### config.mk
export PLATFORM = sky130hd
export DESIGN_NAME = piksel_paketleyici
export DESIGN_NICKNAME = d
export VERILOG_FILES = /design/src/rtl/piksel_paketleyici.sv
export SDC_FILE = /design/constraint.sdc
export NUM_CORES = 1
export LEC_CHECK = 0
export CAP_MARGIN = 20
export CORE_MARGIN = 5
export CORE_UTILIZATION = 63
export DETAILED_ROUTE_END_ITERATION = 12
export PLACE_DENSITY = 0.83
export SLEW_MARGIN = 20
export SYNTH_ARGS = -nofsm -noshare
export SYNTH_HDL_FRONTEND = slang
export SYNTH_SLANG_ARGS = --single-unit
export TNS_END_PERCENT = 100
### constraint.sdc
create_clock -name clk_i -period 5.8 [get_ports clk_i]
set_clock_uncertainty 0.1 [all_clocks]
set_input_delay 1.16 -clock clk_i [delete_from_list [all_inputs] [get_ports clk_i]]
set_output_delay 1.16 -clock clk_i [all_outputs]
set_load 0.05 [all_outputs]
### src/rtl/piksel_paketleyici.sv
// piksel_paketleyici
// Packs the convolution unit's unstalled 8-bit pixel stream into 32-bit words
// (earliest pixel in [7:0]). Finished words go through a small FIFO to a
// valid/ready consumer. The block tracks frame position, tags the last word
// of each frame, and flags FIFO overflow because the source cannot be stalled.
//
// Ports:
//   clk_i            clock, rising edge
//   rst_i            synchronous active-high reset
//   veri_etkin_i     pixel valid (no back-pressure toward the source)
//   veri_i           pixel value
//   paket_gecerli_o  FIFO head valid (FIFO not empty)
//   paket_o          FIFO head word
//   paket_son_o      head word is the last word of a frame
//   paket_hazir_i    consumer ready; transfer when valid & ready
//   doluluk_o        FIFO word count
//   tasma_o          sticky overflow flag (a word was dropped)
//   cerceve_bitti_o  one-cycle pulse after the last pixel of a frame
//
// GENISLIK*YUKSEKLIK must be a multiple of 4 so that every frame ends on a
// word boundary. FIFO_DERINLIK must be a power of 2, at least 2.

module piksel_paketleyici #(
  parameter int GENISLIK      = 320,
  parameter int YUKSEKLIK     = 240,
  parameter int FIFO_DERINLIK = 16
) (
  input  logic                             clk_i,
  input  logic                             rst_i,
  input  logic                             veri_etkin_i,
  input  logic [7:0]                       veri_i,
  output logic                             paket_gecerli_o,
  output logic [31:0]                      paket_o,
  output logic                             paket_son_o,
  input  logic                             paket_hazir_i,
  output logic [$clog2(FIFO_DERINLIK):0]   doluluk_o,
  output logic                             tasma_o,
  output logic                             cerceve_bitti_o
);

  localparam int PIKSEL_SAYISI = GENISLIK * YUKSEKLIK;
  localparam int CW            = $clog2(PIKSEL_SAYISI);
  localparam int AW            = $clog2(FIFO_DERINLIK);

  localparam logic [CW-1:0] SON_PIKSEL = CW'(PIKSEL_SAYISI - 1);
  localparam logic [AW:0]   DERINLIK   = (AW + 1)'(FIFO_DERINLIK);

  // Packing state. Only lanes 0..2 are stored: lane 3 goes straight from
  // veri_i into the FIFO on the same edge.
  logic [1:0]    bayt_idx;
  logic [23:0]   toplama;
  logic [CW-1:0] piksel_say;
  logic          cerceve_q;
  logic          tasma_q;

  // FIFO storage; bit 32 is the end-of-frame tag.
  logic [32:0]   mem [FIFO_DERINLIK];
  logic [AW-1:0] yaz_ptr;
  logic [AW-1:0] oku_ptr;
  logic [AW:0]   doluluk_q;
  logic [32:0]   bas_q;

  logic          yaz;
  logic          yaz_ok;
  logic          oku;
  logic          dolu;
  logic          son_piksel;
  logic [32:0]   yaz_veri;
  logic [AW-1:0] oku_ptr_sonraki;
  logic [AW:0]   doluluk_sonraki;
  logic [32:0]   bas_sonraki;

  always_comb begin
    yaz        = veri_etkin_i && (bayt_idx == 2'd3);
    son_piksel = (piksel_say == SON_PIKSEL);
    yaz_veri   = {son_piksel, veri_i, toplama};
    oku        = (doluluk_q != '0) && paket_hazir_i;
    dolu       = (doluluk_q == DERINLIK);
    // When full, a push is still taken if the head leaves on the same edge.
    yaz_ok     = yaz && (!dolu || oku);

    oku_ptr_sonraki = oku ? (oku_ptr + AW'(1)) : oku_ptr;

    doluluk_sonraki = doluluk_q;
    case ({yaz_ok, oku})
      2'b10:   doluluk_sonraki = doluluk_q + (AW + 1)'(1);
      2'b01:   doluluk_sonraki = doluluk_q - (AW + 1)'(1);
      default: doluluk_sonraki = doluluk_q;
    endcase

    // The head register is loaded with whatever will sit at the read pointer
    // after this edge. If that slot is being written now, take the incoming
    // word instead of the stale memory content.
    bas_sonraki = '0;
    if (doluluk_sonraki != '0) begin
      if (yaz_ok && (yaz_ptr == oku_ptr_sonraki))
        bas_sonraki = yaz_veri;
      else
        bas_sonraki = mem[oku_ptr_sonraki];
    end
  end

  always_ff @(posedge clk_i) begin
    if (!rst_i && yaz_ok)
      mem[yaz_ptr] <= yaz_veri;
  end

  always_ff @(posedge clk_i) begin
    if (rst_i) begin
      bayt_idx   <= '0;
      toplama    <= '0;
      piksel_say <= '0;
      cerceve_q  <= 1'b0;
      tasma_q    <= 1'b0;
      yaz_ptr    <= '0;
      oku_ptr    <= '0;
      doluluk_q  <= '0;
      bas_q      <= '0;
    end else begin
      cerceve_q <= veri_etkin_i && son_piksel;

      if (veri_etkin_i) begin
        case (bayt_idx)
          2'd0:    toplama[7:0]   <= veri_i;
          2'd1:    toplama[15:8]  <= veri_i;
          2'd2:    toplama[23:16] <= veri_i;
          default: ;
        endcase
        bayt_idx <= bayt_idx + 2'd1;
        // Counts every pixel, dropped words included, to keep frame alignment.
        piksel_say <= son_piksel ? '0 : (piksel_say + CW'(1));
      end

      if (yaz && dolu && !oku)
        tasma_q <= 1'b1;

      if (yaz_ok)
        yaz_ptr <= yaz_ptr + AW'(1);
      oku_ptr   <= oku_ptr_sonraki;
      doluluk_q <= doluluk_sonraki;
      bas_q     <= bas_sonraki;
    end
  end

  assign paket_gecerli_o = (doluluk_q != '0);
  assign paket_o         = bas_q[31:0];
  assign paket_son_o     = bas_q[32];
  assign doluluk_o       = doluluk_q;
  assign tasma_o         = tasma_q;
  assign cerceve_bitti_o = cerceve_q;

endmodule

; Word-level counts from Yosys, hierarchy flattened
; Memory sizes are Yosys's and may differ from the RTL's. A register that Yosys moved wholly into a read port is not among the register bits.
; Cells that the tools add are included.
; Widths: inputs -> output; s select.
[op_classes]
n_addsub = 6
multipliers = 0
div = 0
n_lt_le_gt_ge = 0
n_eq_ne = 7
n_shift = 0
n_mux = 5
bitwise = 1
reduce_logical = 18
[op_table]
columns = cell, count
row1 = $add 17x1->17 const B, 1
row2 = $eq 17x17->1 const B, 1
row3 = $mux 17, 1
row4 = $pmux 5 s2, 1
row5 = $reduce_bool 5->1, 2
row6 = $add 4x1->4 const B, 2
row7 = $logic_and 1x1->1, 7
row8 = $eq 2x2->1 const B, 3
row9 = $reduce_and 2->1, 3
row10 = $add 5x1->5 const B, 1
row11 = $eq 5x5->1 const B, 1
row12 = $sub 5x1->5 const B, 1
row13 = $eq 2x1->1 const B, 2
row14 = $mux 4, 1
row15 = $logic_not 1->1, 3
row16 = $add 2x1->2 const B, 1
row17 = $logic_not 2->1, 1
row18 = $mux 1, 2
row19 = $reduce_or 2->1, 1
row20 = $logic_or 1x1->1, 1
row21 = $not 1->1, 1
[totals]
register_bits = 58
latch_bits = 0
ramBits = 528
romBits = 0
in_bits = 12
memories = 1
[memory_table]
columns = memory, words, width, rd, rd_clocked_by_memory_dff, write_ports, line
row1 = mem, 16, 33, 1, 1, 1, 57  ; logic [32:0] mem [FIFO_DERINLIK];

; Depth between registers and ports, before layout
[depth]
word_depth = 9
mapped_depth = 12
ltp_nobuf = 11

; Worst setup path after synthesis
; Ideal clock, no wire load.
[synth_path]
kind = in2reg
startpoint = input paket_hazir_i
endpoint = memory mem[1][0], enable pin
setup_ps = 464
t_arrival_ps = 4204
required_ps = 5236
slack_ps = 1032
cell_stages = 6
path_buffers = 1
path_cell_list = buf_4 -> nand2b_1 -> nor2_1 -> nor3_1 -> nand2_1 -> nor3_1
[synth_via]
elab_chain_cells = 6
[synth_rtl]
columns = element, line
row1 = "start, declared", 35  ; input logic paket_hazir_i,
row2 = $logic_and 1x1->1, 77  ; oku = (doluluk_q != '0) && paket_hazir_i;
row3 = $logic_or 1x1->1, 80  ; yaz_ok = yaz && (!dolu || oku);
row4 = $logic_and 1x1->1, 80
row5 = $logic_and 1x1->1, 104  ; if (!rst_i && yaz_ok)
row6 = $mux 1, 104
row7 = $mux 1 (not written as such), 105  ; mem[yaz_ptr] <= yaz_veri;
row8 = "end, declared", 57
; Every way passes these cells.

; Worst setup path after layout
[layout_path]
startpoint = input paket_hazir_i
endpoint = register bas_q[15] (read register of mem)
[layout_via]
elab_chain_cells = 8
elab_cells_between_ends = 10
classes_between = eq/ne: 2 / mux: 2 / bitwise: 1 / reduce/logical: 5
[layout_rtl]
columns = element, line
row1 = $logic_and 1x1->1 *, 77
row2 = $logic_or 1x1->1, 80
row3 = $logic_and 1x1->1, 80
row4 = $eq 2x1->1 / $eq 2x2->1 (equally long branches), 85  ; case ({yaz_ok, oku})
row5 = $pmux 5 s2, 85
row6 = $reduce_bool 5->1, 95  ; if (doluluk_sonraki != '0) begin
row7 = $not 1->1 (no line), --
row8 = $reduce_or 2->1 (no line), --
row9 = "end, declared", 61  ; logic [32:0] bas_q;
; Mark *: on every way between the ends. The rest lies on a longest branch, timed or not.
; A chain may end at the register's enable or synchronous reset.

==> metrics.txt <==
Seq/Total Area, Yosys=0.5982; htree depth=2; Tmin final=4.311 ns; #FFs+latches synth=619; FP Rows=79; maxcap violations=0; worst-path maximum fanout=34; Mapped Area=slightly below 0.03 sq mm; combinational share of power=0.227; Routed Antenna Nets=0; Sink Count=619; IO Port Bufs=52; # setup viols final=0; core area=0.04646 sq mm; slew margin rel.=0.2374; Critical Path Source=paket_hazir_i; PD cells=356.0 mW/mm^2; GP Congestion=0.8425; global route total overflow=0; sequential power share=0.434; post-cts resize count=0; routed vias/inst=6.886; RR Startpoint=doluluk_o[1]$_SDFF_PP0_; final period utilization=0.7432; wire length per cell=between 20 and 30 um; Syn Nets=1951; die height=226.6 um; Routed WL=71600 um; WS Path Type=in2reg; Hold Startpoint=piksel_say[1]$_SDFFE_PP0P_; DR iter-0 viols=between 2000 and 2500; max-slew violation count=0; fillcell total=2895; Worst Slack Setup Final=1.489 ns; outcome=finished clean; switching share of power=0.2814; Yosys top cell by area=edfxtp_1; first-pass GRT wire length=around 110000 um; Skew-Pair Late Insertion Delay=0.62 ns; Main synth FF type=edfxtp_1; Starting Density=0.6360; leading cell types by total area after synthesis=edfxtp_1 54%, mux2i_1 17%, mux4_2 9.5%; setup TNS=0 ns; YS warnings=0; DIE AREA=0.05133 sq mm; maximum vdd drop=0.2335 mV; I/O pin total=between 50 and 60; syn avg cell area=15.35 sq um; fmax=0.2320 GHz; Clk pwr share=0.339; post-CTS setup buffer count=0; Post-CTS Hold Fix Bufs=0; Die Width=226.6 um; top-count cell post-synth=edfxtp_1; number of synthesized flops with an enable pin=around 530; synth-to-layout area growth=10.91%; synth cell count leaders=528 x edfxtp_1, 498 x mux2i_1, 125 x mux4_2; Synth async-reset ratio=0; RSZ-0062 raised after global routing=no; worst hold slack=approximately 0.4 ns; Crit path required time=6.19 ns; DP HPWL=between 40000 and 50000 um; clk buf depth=3; crit path launch type=primary input; antenna cell count=0; final hold violation count=0; First-pass DRT Iterations=5; vias in the first global route=18260; Critical Path AT=4.71 ns; antenna violations before repair=0; GRT Total Usage=0.2791; DRC viols=0; Hold WC Path Type=reg2reg; Netlist cell types=68; share of cells above drive strength 1=0.1551; CTS clk-pin slew, worst paths=~0.06 ns; Synth top area share=0.5366; pin count of the biggest net entering global routing=approximately 120; Int Pwr=8.384 mW; CTS tree=yes; vias=about 18000; Net Sw Power=3.284 mW; DP Worst Slack=0.9457 ns; Gate Count Post-Synth=1925; P_leak=10.86 nW; CP Capture Type=register; Least-Margin Pin Slew=about 1.1 ns; root buffer cell=clkbuf_16; nets@finish=1976; CTS Buf Count=60
==> cells in the final DEF, fill, tap and decap left out, types with 15 or more instances in the layout <==
master / netlist / routed
edfxtp_1: 528 / 528
mux2i_1: 498 / 496
mux4_2: 125 / 125
dfxtp_1: 91 / 89
nor2_1: 89 / 77
a21oi_1: 69 / 69
nand2_1: 64 / 64
clkbuf_16: 0 / 63
clkdlybuf4s50_1: 0 / 51
nand3_1: 38 / 38
buf_4: 16 / 37
o22ai_1: 30 / 30
o21ai_0: 30 / 30
o22a_1: 30 / 30
xor2_1: 15 / 15
==> registers in the layout, summed over array words and instances (netlist names), 2 cells and up <==
signal,flops
toplama,24
piksel_say,17
mem,528
bas_q,33
oku_ptr,4
bayt_idx,2
doluluk_o,5
yaz_ptr,4
==> area by class of cell <==
class                      count  area (sq um)  share of cell area
tap                          607         759.5             0.02317
clock inverter                29         292.8            0.008934
clock buffer                  82          1708             0.05211
timing repair buffer         100          1013             0.03092
inverter                      13         48.80            0.001489
multi-input combinational   1156         11270              0.3438
sequential                   619         17680              0.5396
==> layer usage <==
layer  global-route usage  vias to the layer above  part of all wire
met4               0.1036                        0             0.038
met2               0.4565                      968              0.49
met3              0.04130                      199             0.092
li1                     -                     7675                 -
met5                    0                        -                 0
met1               0.3876                     9104              0.38
==> worst max-delay path, stage by stage <==
cell,delay (ns)
clkdlybuf4s50_1,0.88
a21bo_2,0.31
a21o_1,0.19
inv_1,0.13
ha_1,0.30
and3_1,0.18
or3_1,0.37
a221oi_1,0.45
o311ai_4,0.14
buf_4,0.33
o21ai_0,0.17
a21oi_1,0.07
==> stage by stage <==
step                      instances  power [mW]  area (sq um)  utilization
after floorplan                1925       7.187         29550            -
after global placement         2495       7.741         30770       0.6624
after detailed placement       2495       7.794         30770       0.6624
after CTS                      2606       11.69         32770       0.7054
after global routing           2606       12.06         32770       0.7054
final                          2606       11.67         32770       0.7054
==> power by group through the flow <==
stage	Combinational [mW]	Sequential (mW)	Clock, mW
2_1_floorplan	1.84	5.34	0
3_3_place_gp	2.58	5.16	0
3_5_place_dp	2.63	5.16	0
4_1_cts	2.65	5.07	3.98
5_1_grt	2.80	5.08	4.18
6_report	2.65	5.07	3.95
==> worst paths after layout <==
path,to,slack (ns),cells past startpoint
min,piksel_say[1]$_SDFFE_PP0P_,0.40,2
min reg2reg,piksel_say[1]$_SDFFE_PP0P_,0.40,2
max reg2reg,bas_q[22]$_SDFF_PP0_,1.84,7
max,bas_q[15]$_SDFF_PP0_,1.49,12
==> cell families after synthesis <==
group,count (synthesis),synth area share
mux,632,0.2674
buf+inv,150,0.02680
xor+xnor,32,0.01076
flops,619,0.5982
fa+ha+maj,14,0.006182
compound gates,230,0.05191
simple gates,248,0.03870
Power figures use the tool's default switching activity.
